File: src/rtl/digit_pkg.sv
// Shared codes and defaults for the debounced digit counter bank.
// Holds count direction codes, parameter defaults and the debouncer state type.
package digit_pkg;

  localparam logic DIR_UP   = 1'b0;
  localparam logic DIR_DOWN = 1'b1;

  localparam int          RADIX_DEF     = 16;
  localparam logic [15:0] DB_CYCLES_DEF = 16'd50000;
  localparam logic [15:0] INIT_DEF      = 16'h0010;

  typedef enum logic {
    ST_STABLE  = 1'b0,
    ST_PENDING = 1'b1
  } db_state_e;

endpackage

File: src/rtl/sw_debounce.sv
// One switch channel: 2-flop synchronizer, STABLE/PENDING debouncer, rise pulse.
// Ports: clk, rst_n (sync, active-low), sw (raw level), pulse (1-clk on accepted 0->1).
module sw_debounce
  import digit_pkg::*;
#(
  parameter logic [15:0] DB_CYCLES = DB_CYCLES_DEF
) (
  input  logic clk,
  input  logic rst_n,
  input  logic sw,
  output logic pulse
);

  logic s1;
  logic s2;

  // Synchronizer stays out of reset so reset can seed the accepted level.
  always_ff @(posedge clk) begin
    s1 <= sw;
    s2 <= s1;
  end

  db_state_e   st_q;
  db_state_e   st_d;
  logic [15:0] cnt_q;
  logic [15:0] cnt_d;
  logic        acc_q;
  logic        acc_d;
  logic        pulse_d;

  always_ff @(posedge clk) begin
    if (!rst_n) begin
      st_q  <= ST_STABLE;
      cnt_q <= '0;
      acc_q <= s2;
      pulse <= 1'b0;
    end else begin
      st_q  <= st_d;
      cnt_q <= cnt_d;
      acc_q <= acc_d;
      pulse <= pulse_d;
    end
  end

  always_comb begin
    st_d    = st_q;
    cnt_d   = cnt_q;
    acc_d   = acc_q;
    pulse_d = 1'b0;
    unique case (st_q)
      ST_STABLE: begin
        if (s2 != acc_q) begin
          st_d  = ST_PENDING;
          cnt_d = '0;
        end
      end
      ST_PENDING: begin
        if (s2 == acc_q) begin
          st_d  = ST_STABLE;
          cnt_d = '0;
        end else if (cnt_q == DB_CYCLES - 16'd1) begin
          st_d    = ST_STABLE;
          cnt_d   = '0;
          acc_d   = s2;
          pulse_d = s2;
        end else begin
          cnt_d = cnt_q + 16'd1;
        end
      end
      default: begin
        st_d  = ST_STABLE;
        cnt_d = '0;
      end
    endcase
  end

endmodule

File: src/rtl/digit_counter_bank.sv
// Bank of debounced button-driven digits with optional carry ripple and load.
// Ports: clk, rst_n, sw, dir, carry_en, load, load_val -> num, step, ovf.
module digit_counter_bank
  import digit_pkg::*;
#(
  parameter int                  DIGITS    = 4,
  parameter int                  RADIX     = RADIX_DEF,
  parameter logic [15:0]         DB_CYCLES = DB_CYCLES_DEF,
  parameter logic [4*DIGITS-1:0] INIT      = INIT_DEF
) (
  input  logic                  clk,
  input  logic                  rst_n,
  input  logic [DIGITS-1:0]     sw,
  input  logic                  dir,
  input  logic                  carry_en,
  input  logic                  load,
  input  logic [4*DIGITS-1:0]   load_val,
  output logic [4*DIGITS-1:0]   num,
  output logic [DIGITS-1:0]     step,
  output logic                  ovf
);

  localparam logic [4:0] R    = 5'(RADIX);
  localparam logic [4:0] RMAX = 5'(RADIX - 1);

  for (genvar g = 0; g < DIGITS; g++) begin : g_db
    sw_debounce #(
      .DB_CYCLES(DB_CYCLES)
    ) u_db (
      .clk  (clk),
      .rst_n(rst_n),
      .sw   (sw[g]),
      .pulse(step[g])
    );
  end

  logic [4*DIGITS-1:0] num_d;
  logic                top_wrap;

  // Carry ripples low to high inside one cycle; a digit can move by 2
  // when its own step and an incoming carry coincide.
  always_comb begin
    logic [4:0] v;
    logic [4:0] a;
    logic [4:0] s;
    logic       c;
    logic       w;
    v        = '0;
    a        = '0;
    s        = '0;
    c        = 1'b0;
    w        = 1'b0;
    num_d    = num;
    top_wrap = 1'b0;
    for (int i = 0; i < DIGITS; i++) begin
      v = {1'b0, num[4*i +: 4]};
      a = {4'b0, step[i]} + {4'b0, c};
      w = 1'b0;
      if (a != 5'd0) begin
        // Out-of-range loaded digits behave as RADIX-1 once moved.
        if (v >= R) v = RMAX;
        if (dir == DIR_UP) begin
          s = v + a;
          if (s >= R) begin
            s = s - R;
            w = 1'b1;
          end
        end else begin
          if (v < a) begin
            s = v + R - a;
            w = 1'b1;
          end else begin
            s = v - a;
          end
        end
        num_d[4*i +: 4] = s[3:0];
      end
      if (i == DIGITS - 1) top_wrap = w;
      c = carry_en & w;
    end
  end

  always_ff @(posedge clk) begin
    if (!rst_n) begin
      num <= INIT;
      ovf <= 1'b0;
    end else if (load) begin
      num <= load_val;
      ovf <= 1'b0;
    end else begin
      num <= num_d;
      ovf <= top_wrap;
    end
  end

endmodule

File: config.mk
export PLATFORM = sky130hd
export DESIGN_NAME = digit_counter_bank
export DESIGN_NICKNAME = d
export VERILOG_FILES = /design/src/rtl/digit_pkg.sv /design/src/rtl/sw_debounce.sv /design/src/rtl/digit_counter_bank.sv
export SDC_FILE = /design/constraint.sdc
export NUM_CORES = 1
export LEC_CHECK = 0
export CAP_MARGIN = 40
export CORE_ASPECT_RATIO = 0.75
export CORE_MARGIN = 4
export CORE_UTILIZATION = 64
export CTS_CLUSTER_SIZE = 12
export DETAILED_ROUTE_END_ITERATION = 16
export GPL_TIMING_DRIVEN = 0
export PLACE_DENSITY = 0.86
export SYNTH_ARGS = -nofsm -noshare
export SYNTH_HDL_FRONTEND = slang
export SYNTH_HIERARCHICAL = 1
export SYNTH_SLANG_ARGS = --single-unit
File: constraint.sdc
create_clock -name clk -period 14.4 [get_ports clk]
set_input_delay 1.44 -clock clk [delete_from_list [all_inputs] [get_ports clk]]
set_output_delay 1.44 -clock clk [all_outputs]
set_load 0.02 [all_outputs]
==> out/results.tsv, run 1 <==
stage	metric	value	unit
run_status	status	finished, final reports clean	
die	Die ar.	0.0108	mm^2
yosys	Synth Register Bits	101	
timing	hold slack	0.331	ns
placement	Routability Congestion	0.875	
global_routing	number of global-route vias before repair	5158	
critical_path	Reg-to-Reg Start	g_db[0].u_db/pulse	
global_routing	first-pass GRT wire length	24.1	mm
cells_and_area	layout cell share with drive strength beyond 1	8.80	%
timing	clock skew	0.00406	ns
flow_run	max-cap viol count	0	
timing	Tmin final	6.66	ns
route	drt drc	0	
pwr	PwrDens	90.2	mW/mm^2
timing	final setup vio count	0	
die	total core area	0.00901	mm^2
pwr	maximum VDD drop	0.0793	mV
critical_path	Crit Path Category	primary input to flip-flop	
yosys	Post-synth EDFFs	4	
cells_and_area	n_diodes	0	
timing	total negative slack	0	ns
critical_path	Reg2Reg Depth	27	
route	final WL	14.3	mm
cells_and_area	design area	0.00678	mm^2
timing	Rel. slew slack	52.7	%
clock_tree	Root Buffer	clkbuf_16	
worst_hold_path	hold path depth	0	
critical_path	Worst Path Required	14.67	ns
placement	DP Wirelength	9.98	mm
clock_tree	Setup Fix Bufs, Post-CTS	0	
yosys	Top FF cell, synth	dfxtp_1	
die	Die Ht	91.1	um
yosys	Netlist cell types	57	
timing	Slew @ Worst Pin	0.704	ns
clock_tree	hold-fix buffer count after cts	0	
route	drt pass-1 iters	5	
global_routing	largest net degree at the start of global routing	17	
clock_tree	Clock Latency Late Sink	0.34	ns
timing	post-route setup slack	7.74	ns
die	initial core utilization	65.3	%
cells_and_area	final net count	806	
route	WL/cell	16.5	um
placement	pre-CTS WS	7.51	ns
timing	RSZ-0062 raised after global routing	no	
timing	Final period util	46.3	%
global_routing	Tot GR Track Use	26.3	%
critical_path	crit path max fanout	6	
global_routing	initial antenna violation count	0	
yosys	Syn. warnings	6	
timing	fin. max-slew vios	0	
pwr	Leakage	2.48	nW
yosys	asr flop ratio synth	0	%
critical_path	Startpoint Class	primary input	
route	Routed Antenna Nets	0	
yosys	syn nets	751	
clock_tree	Num CTS Buffers	9	
timing	final hold vios	0	
clock_tree	cts repair resizes	0	
clock_tree	CTS tree	done	
clock_tree	clock transition at the registers of the reported paths	0.07	ns
placement	Port-buffer cells	44	
die	std cell rows	30	
pwr	total power	0.611	mW
die	I/O pins	46	
clock_tree	Max clock buf depth	2	
yosys	Post-Syn Instances	690	
critical_path	Setup crit end kind	flip-flop	
clock_tree	CTS H-tree depth	3	
global_routing	Remaining Overflow, GRT	0	
worst_hold_path	Worst Hold Class	flip-flop to flip-flop	
clock_tree	clock sink count	101	
cells_and_area	area grow syn2layout	15.1	%
critical_path	critical path startpoint	carry_en	
die	Die W	119	um
critical_path	crit path DAT	6.93	ns
cells_and_area	most frequent cells in the layout	dfxtp_1 (97), nand2_1 (67), nor2_1 (51)	
placement	post-placement cell area	0.00647	mm^2
route	vias per cell	6.47	
yosys	Post-Syn Area	0.00589	mm^2
yosys	register area share after synthesis	35.0	%
timing	fmax	150	MHz
cells_and_area	most common cell after layout, fill and taps aside	dfxtp_1	
route	DR iter-0 viols	801	
yosys	Mean Syn Cell Area	8.53	um^2
worst_hold_path	worst hold start	g_db[3].u_db/s1	
cells_and_area	Fillers	635	
route	via count	5573	
==> report_power, final <==
part           switching [mW]  total (mW)  leakage [nW]  internal [mW]
combinational          0.0354      0.0624          1.50         0.0270
clock                   0.105       0.252         0.152          0.146
sequential            0.00891       0.297         0.829          0.288
total                   0.150       0.611          2.48          0.462
==> cells in the mapped netlist, types with 5 or more instances <==
cell type | number | share of area [%]
o211a_1 | 6 | 1.0
nand4_1 | 22 | 2.3
dfxtp_1 | 97 | 33
buf_6 | 8 | 1.5
and2_1 | 13 | 1.4
nor2b_1 | 15 | 1.6
nor3_1 | 29 | 2.5
nand2_1 | 67 | 4.3
a211oi_1 | 5 | 0.64
or3_1 | 9 | 0.96
a21oi_1 | 39 | 3.3
o211ai_1 | 11 | 1.4
and3_1 | 13 | 1.4
inv_1 | 34 | 2.2
clkbuf_1 | 18 | 1.1
nor2_1 | 51 | 3.3
fa_1 | 6 | 2.0
ha_1 | 30 | 6.4
nand3_1 | 27 | 2.3
nand4b_1 | 12 | 1.8
o21ai_0 | 36 | 3.1
buf_2 | 5 | 0.43
xor2_1 | 5 | 0.74
a31oi_1 | 35 | 3.7
==> sequential cells by signal, summed over array words and instances (netlist names) <==
register,cells
g_db.u_db/cnt_q,64
g_db.u_db/st_q,4
g_db.u_db/s2,4
g_db.u_db/pulse,4
ovf,1
num,16
g_db.u_db/acc_q,4
g_db.u_db/s1,4
==> worst max-delay path, cell delays in order <==
cell and delay (ns):
clkdlybuf4s50_1 0.61, nand3_1 0.12, ha_1 0.32, ha_1 0.15
inv_1 0.06, fa_1 0.38, nor2_1 0.17, a31oi_1 0.14
or3b_1 0.39, ha_1 0.31, ha_1 0.16, inv_1 0.06
fa_1 0.39, nor2_1 0.13, a31oi_1 0.11, or3b_1 0.38
ha_1 0.32, ha_1 0.16, inv_1 0.05, fa_1 0.36
nor2_1 0.16, a21oi_1 0.07, or3_1 0.31, a31oi_1 0.18
==> metrics by stage <==
stage                     util, %  std cells
after global placement       71.8        846
final                        75.2        862
after detailed placement     71.8        846
after CTS                    75.2        862
after floorplan                 -        690
after global routing         75.2        862
==> per-layer routing <==
metal | global-route usage, % | part of all wire, %
met1 | 35.8 | 45
met2 | 41.7 | 46
met3 | 5.73 | 7.2
met4 | 8.58 | 1.5
met5 | 0 | 0
==> kinds of logic (layout without fill, tap and decap cells) <==
group,count (synthesis),after routing,share of synthesized area (%)
compound gates,177,177,20.5
xor+xnor,9,9,1.34
fa+ha+maj,36,36,8.42
buf+inv,68,128,5.57
flops,101,101,35.0
mux,7,7,1.28
simple gates,292,292,27.8
==> final timing paths <==
path                                        end  slack (ns)
worst max-delay path                    num[14]        7.74
worst min-delay path            g_db[3].u_db/s2        0.33
worst max register to register          num[14]        8.14
worst min register to register  g_db[3].u_db/s2        0.33
==> area by class of cell <==
class                           count  area (um^2)  area share, %
Multi-Input combinational cell    521         3500           51.6
Sequential cell                   101         2060           30.4
Timing Repair Buffer               44          440           6.50
Clock buffer                       12          258           3.80
Buffer                             32          190           2.81
Tap cell                          112          140           2.07
Inverter                           36          138           2.03
Clock inverter                      4         52.6          0.775
No activity file was read; power rests on OpenSTA's default activity.
==> run 2, diff against run 1 <==
Settings changed: CORE_UTILIZATION 64 to 59, PLACE_DENSITY 0.86 to 0.81.
Clock period 14.4 ns to 6.6 ns, I/O delays scaled along.
==> run 2 against run 1 <==
Effect of this change:
- clock skew up 0.0040 ns
- clock power up 120%
- via count down 1.0%
- worst setup slack worse by 7.4 ns
- flip-flop and latch count unchanged
- critical path depth up 3
- first-iteration DRC count down 27%
- non-clock buffer count unchanged
- sequential power up 120%
- cell area up 0.46%
- wire length up 1.1%
- largest power group unchanged
==> out/results.tsv, run 2 (synthesis results as in run 1) <==
stage	metric	value	unit
run_status	status	finished, final reports clean	
cells_and_area	area grow syn2layout	15.7	%
timing	fmax	159	MHz
critical_path	Worst Path Required	6.86	ns
clock_tree	Num CTS Buffers	9	
global_routing	Remaining Overflow, GRT	0	
pwr	Leakage	2.48	nW
critical_path	Startpoint Class	flip-flop	
pwr	PwrDens	199	mW/mm^2
clock_tree	Root Buffer	clkbuf_16	
clock_tree	Clock Latency Late Sink	0.35	ns
die	std cell rows	31	
cells_and_area	Largest regs	g_db.u_db/cnt_q: 64 flops, num: 16 flops	
global_routing	largest net degree at the start of global routing	17	
critical_path	crit path max fanout	5	
route	final WL	14.4	mm
timing	RSZ-0062 raised after global routing	no	
cells_and_area	final core utilization	70.2	%
cells_and_area	most common cell after layout, fill and taps aside	dfxtp_1	
placement	Routability Congestion	0.878	
clock_tree	CTS tree	done	
critical_path	crit path DAT	6.55	ns
cells_and_area	max reg flops	64	
die	Die W	123	um
cells_and_area	layout cell share with drive strength beyond 1	8.81	%
pwr	maximum VDD drop	0.141	mV
timing	final setup vio count	0	
cells_and_area	most frequent cells in the layout	dfxtp_1 (97), nand2_1 (67), nor2_1 (51)	
global_routing	initial antenna violation count	0	
clock_tree	clock sink count	101	
cells_and_area	Most flops, register	g_db.u_db/cnt_q	
global_routing	first-pass GRT wire length	23.8	mm
clock_tree	Setup Fix Bufs, Post-CTS	0	
timing	Rel. slew slack	52.6	%
clock_tree	clock transition at the registers of the reported paths	0.07	ns
route	WL/cell	16.4	um
die	I/O pins	46	
route	drt drc	0	
critical_path	Crit Path Category	flip-flop to flip-flop	
die	total core area	0.00970	mm^2
critical_path	reg-to-reg setup timing slack	0.31	ns
die	Die ar.	0.0117	mm^2
timing	total negative slack	0	ns
placement	Port-buffer cells	44	
flow_run	max-cap viol count	0	
route	drt pass-1 iters	6	
worst_hold_path	Worst Hold Class	flip-flop to flip-flop	
die	initial core utilization	60.7	%
global_routing	number of global-route vias before repair	5085	
clock_tree	Max clock buf depth	2	
clock_tree	CTS H-tree depth	3	
timing	Final period util	95.2	%
timing	final hold vios	0	
route	Routed Antenna Nets	0	
global_routing	Tot GR Track Use	25.0	%
cells_and_area	final net count	806	
route	DR iter-0 viols	586	
critical_path	Setup crit end kind	flip-flop	
pwr	total power	1.35	mW
timing	clock skew	0.00810	ns
timing	Tmin final	6.29	ns
placement	DP Wirelength	10.1	mm
cells_and_area	n_diodes	0	
route	vias per cell	6.26	
route	via count	5515	
timing	Slew @ Worst Pin	0.708	ns
timing	fin. max-slew vios	0	
die	Die Ht	94.5	um
[run 2: report_power, final]
| group | switching, mW | internal (mW) | total (mW) |
|---|---|---|---|
| combinational | 0.0775 | 0.0589 | 0.136 |
| clock | 0.226 | 0.340 | 0.566 |
| sequential | 0.0199 | 0.629 | 0.649 |
| total | 0.323 | 1.03 | 1.35 |
[run 2: metrics by stage]
step           hold WS, ns  std cells  cell area, um^2  setup slack [ns]
2_1_floorplan        0.310        690             5890             0.904
3_3_place_gp         0.310        866             6490             0.666
3_5_place_dp         0.314        866             6490             0.502
4_1_cts              0.330        881             6810             0.373
5_1_grt              0.335        881             6810           0.00397
6_report             0.328        881             6810             0.314
[run 2: final timing paths]
kind | start | end | cells after the start
worst min-delay path | g_db[2].u_db/s1 | g_db[2].u_db/s2 | 0
worst min register to register | g_db[2].u_db/s1 | g_db[2].u_db/s2 | 0
worst max register to register | g_db[0].u_db/pulse | num[14] | 27
worst max-delay path | g_db[0].u_db/pulse | num[14] | 27
[run 2: routing by layer]
layer,global-route usage [%],share of wire [%],routed length [um]
met1,33.6,46,6610
met2,40.9,46,6640
met3,5.03,6.5,933
met4,7.37,1.6,225
met5,0,0,0
[run 2: area by class of cell]
class / count / area (um^2)
well taps: 132 / 165
plain buffers: 32 / 190
multi-input cells: 521 / 3500
repair buffers: 44 / 440
inverters: 36 / 138
clock inverters: 4 / 72.6
fillers: 761 / 2890
clock buffers: 11 / 243
flip-flops and latches: 101 / 2060
[run 2: critical path, stage by stage (launching register included)]
cell and delay [ns]:
dfxtp_1 0.44, ha_1 0.24, ha_1 0.25, nand2_1 0.09, o31ai_1 0.24, nand3_1 0.12
ha_1 0.33, ha_1 0.16, inv_1 0.05, fa_1 0.38, nor2_1 0.18, a31oi_1 0.14
or3b_1 0.38, ha_1 0.32, ha_1 0.18, inv_1 0.06, fa_1 0.37, nor2_1 0.13
a31oi_1 0.12, or3b_1 0.37, ha_1 0.32, ha_1 0.18, inv_1 0.06, fa_1 0.35
nor2_1 0.13, a21oi_1 0.08, or3_1 0.35, a31oi_1 0.19
[run 2: what timing repair did]
item | in CTS | in global routing
endpoints found under the setup margin | 0 | 1
resized for setup | 0 | 1
hold buffers | 0 | 0
==> run 3, diff against run 2 <==
Settings changed: PLACE_DENSITY 0.81 to 0.86.
==> run 3 against run 2 <==
Effect of this change:
- clock skew down 0.0012 ns
- power fell by 3.1%
- worst setup slack better by 0.014 ns
- critical endpoint is now num[13]
==> out/results.tsv, run 3 (synthesis results as in run 1) <==
stage	metric	value	unit
clock_tree	clock transition at the registers of the reported paths	0.07	ns
cells_and_area	Most flops, register	g_db.u_db/cnt_q	
clock_tree	clock sink count	101	
pwr	maximum VDD drop	0.165	mV
timing	Tmin final	6.27	ns
timing	final hold vios	0	
timing	RSZ-0062 raised after global routing	no	
cells_and_area	area grow syn2layout	15.4	%
pwr	PwrDens	193	mW/mm^2
placement	Routability Congestion	0.927	
route	final WL	14.5	mm
global_routing	Remaining Overflow, GRT	0	
clock_tree	Max clock buf depth	2	
route	vias per cell	6.34	
timing	Final period util	95.0	%
clock_tree	Num CTS Buffers	9	
placement	DP Wirelength	10.4	mm
route	drt drc	0	
pwr	Leakage	2.46	nW
global_routing	number of global-route vias before repair	5020	
cells_and_area	final net count	806	
die	Die ar.	0.0117	mm^2
route	DR iter-0 viols	669	
clock_tree	CTS H-tree depth	3	
critical_path	Reg2Reg Depth	27	
die	std cell rows	31	
die	Die Ht	94.5	um
global_routing	Tot GR Track Use	24.7	%
critical_path	worst r2r dst	num[13]	
critical_path	crit path max fanout	4	
clock_tree	hold-fix buffer count after cts	0	
pwr	total power	1.31	mW
critical_path	Crit Path Category	flip-flop to flip-flop	
timing	fmax	159	MHz
timing	Slew @ Worst Pin	0.676	ns
cells_and_area	n_diodes	0	
timing	clock skew	0.00687	ns
route	drt pass-1 iters	11	
global_routing	initial antenna violation count	0	
critical_path	Reg-to-Reg Start	num[0]	
critical_path	Worst Path Required	6.89	ns
worst_hold_path	hold path depth	0	
timing	hold slack	0.327	ns
global_routing	largest net degree at the start of global routing	17	
cells_and_area	most common cell after layout, fill and taps aside	dfxtp_1	
die	total core area	0.00970	mm^2
worst_hold_path	worst hold start	g_db[0].u_db/s1	
route	WL/cell	16.5	um
cells_and_area	max reg flops	64	
route	Routed Antenna Nets	0	
critical_path	Setup crit end kind	flip-flop	
timing	final setup vio count	0	
clock_tree	Clock Latency Late Sink	0.34	ns
cells_and_area	layout cell share with drive strength beyond 1	9.22	%
run_status	status	finished, final reports clean	
clock_tree	Root Buffer	clkbuf_16	
cells_and_area	final cell count without fillers	880	
global_routing	first-pass GRT wire length	23.3	mm
critical_path	reg-to-reg setup timing slack	0.33	ns
critical_path	crit path DAT	6.56	ns
flow_run	max-cap viol count	0	
critical_path	Startpoint Class	flip-flop	
timing	fin. max-slew vios	0	
placement	Port-buffer cells	44	
worst_hold_path	Worst Hold Class	flip-flop to flip-flop	
worst_hold_path	Endpoint, Worst Hold	g_db[0].u_db/s2	
die	Die W	123	um
cells_and_area	most frequent cells in the layout	dfxtp_1 (96), nand2_1 (67), nor2_1 (51)	
placement	placed insts	866	
route	via count	5579	
timing	total negative slack	0	ns
clock_tree	cts repair resizes	0	
die	I/O pins	46	
cells_and_area	Largest regs	g_db.u_db/cnt_q: 64 flops, num: 16 flops	
clock_tree	Setup Fix Bufs, Post-CTS	0	
clock_tree	CTS tree	done	
die	initial core utilization	60.7	%
timing	Rel. slew slack	54.8	%
-- run 3: worst max path at each step --
stage | slack (ns) | depth (start not counted) | endpoint | startpoint
2_1_floorplan | 0.90 | 26 | num[13] | g_db[0].u_db/pulse
3_3_place_gp | 0.56 | 23 | num[13] | carry_en
5_1_grt | 0.005 | 28 | num[14] | num[0]
6_report | 0.33 | 27 | num[13] | num[0]
4_1_cts | 0.22 | 25 | num[15] | g_db[0].u_db/pulse
3_5_place_dp | 0.37 | 27 | num[14] | g_db[0].u_db/pulse
-- run 3: report_power, final --
| part | internal, mW | switching (mW) | leakage (nW) |
|---|---|---|---|
| clock | 0.299 | 0.223 | 0.136 |
| sequential | 0.629 | 0.0201 | 0.829 |
| combinational | 0.0591 | 0.0780 | 1.50 |
-- run 3: final cells by class --
type / count / area (um^2)
Sequential cell: 101 / 2060
Multi-Input combinational cell: 521 / 3500
Fill cell: 756 / 2910
Tap cell: 132 / 165
Timing Repair Buffer: 44 / 440
Inverter: 36 / 138
Clock inverter: 4 / 50.0
Clock buffer: 10 / 239
Buffer: 32 / 190
-- run 3: per-layer routing --
| layer | GRT usage, % | share of wire, % |
|---|---|---|
| met4 | 7.28 | 1.8 |
| met2 | 40.3 | 46 |
| met1 | 32.9 | 44 |
| met5 | 0 | 0 |
| met3 | 5.27 | 8.8 |
-- run 3: worst max-delay path, stage by stage (launching register included) --
cell and delay, ns:
dfxtp_1 0.40, ha_1 0.21, ha_1 0.19, nor2b_1 0.25, nand3_1 0.13, o31ai_2 0.11
nand3_1 0.16, ha_1 0.33, ha_1 0.19, inv_1 0.07, fa_1 0.37, nor2_1 0.14
a31oi_1 0.12, or3b_1 0.38, ha_1 0.31, ha_1 0.17, inv_1 0.05, fa_1 0.36
nor2_1 0.15, a31oi_1 0.12, or3b_1 0.39, ha_1 0.31, ha_1 0.20, inv_1 0.09
fa_1 0.42, mux2_1 0.29, o211ai_1 0.16, o211a_1 0.16
-- run 3: metrics by stage --
step	cell area (um^2)	worst slack (ns)	utilization, %
floorplan	5890	0.904	-
global placement	6490	0.564	66.9
detailed placement	6490	0.371	66.9
CTS	6780	0.215	69.9
global route	6790	0.00495	70.0
finish	6790	0.329	70.0
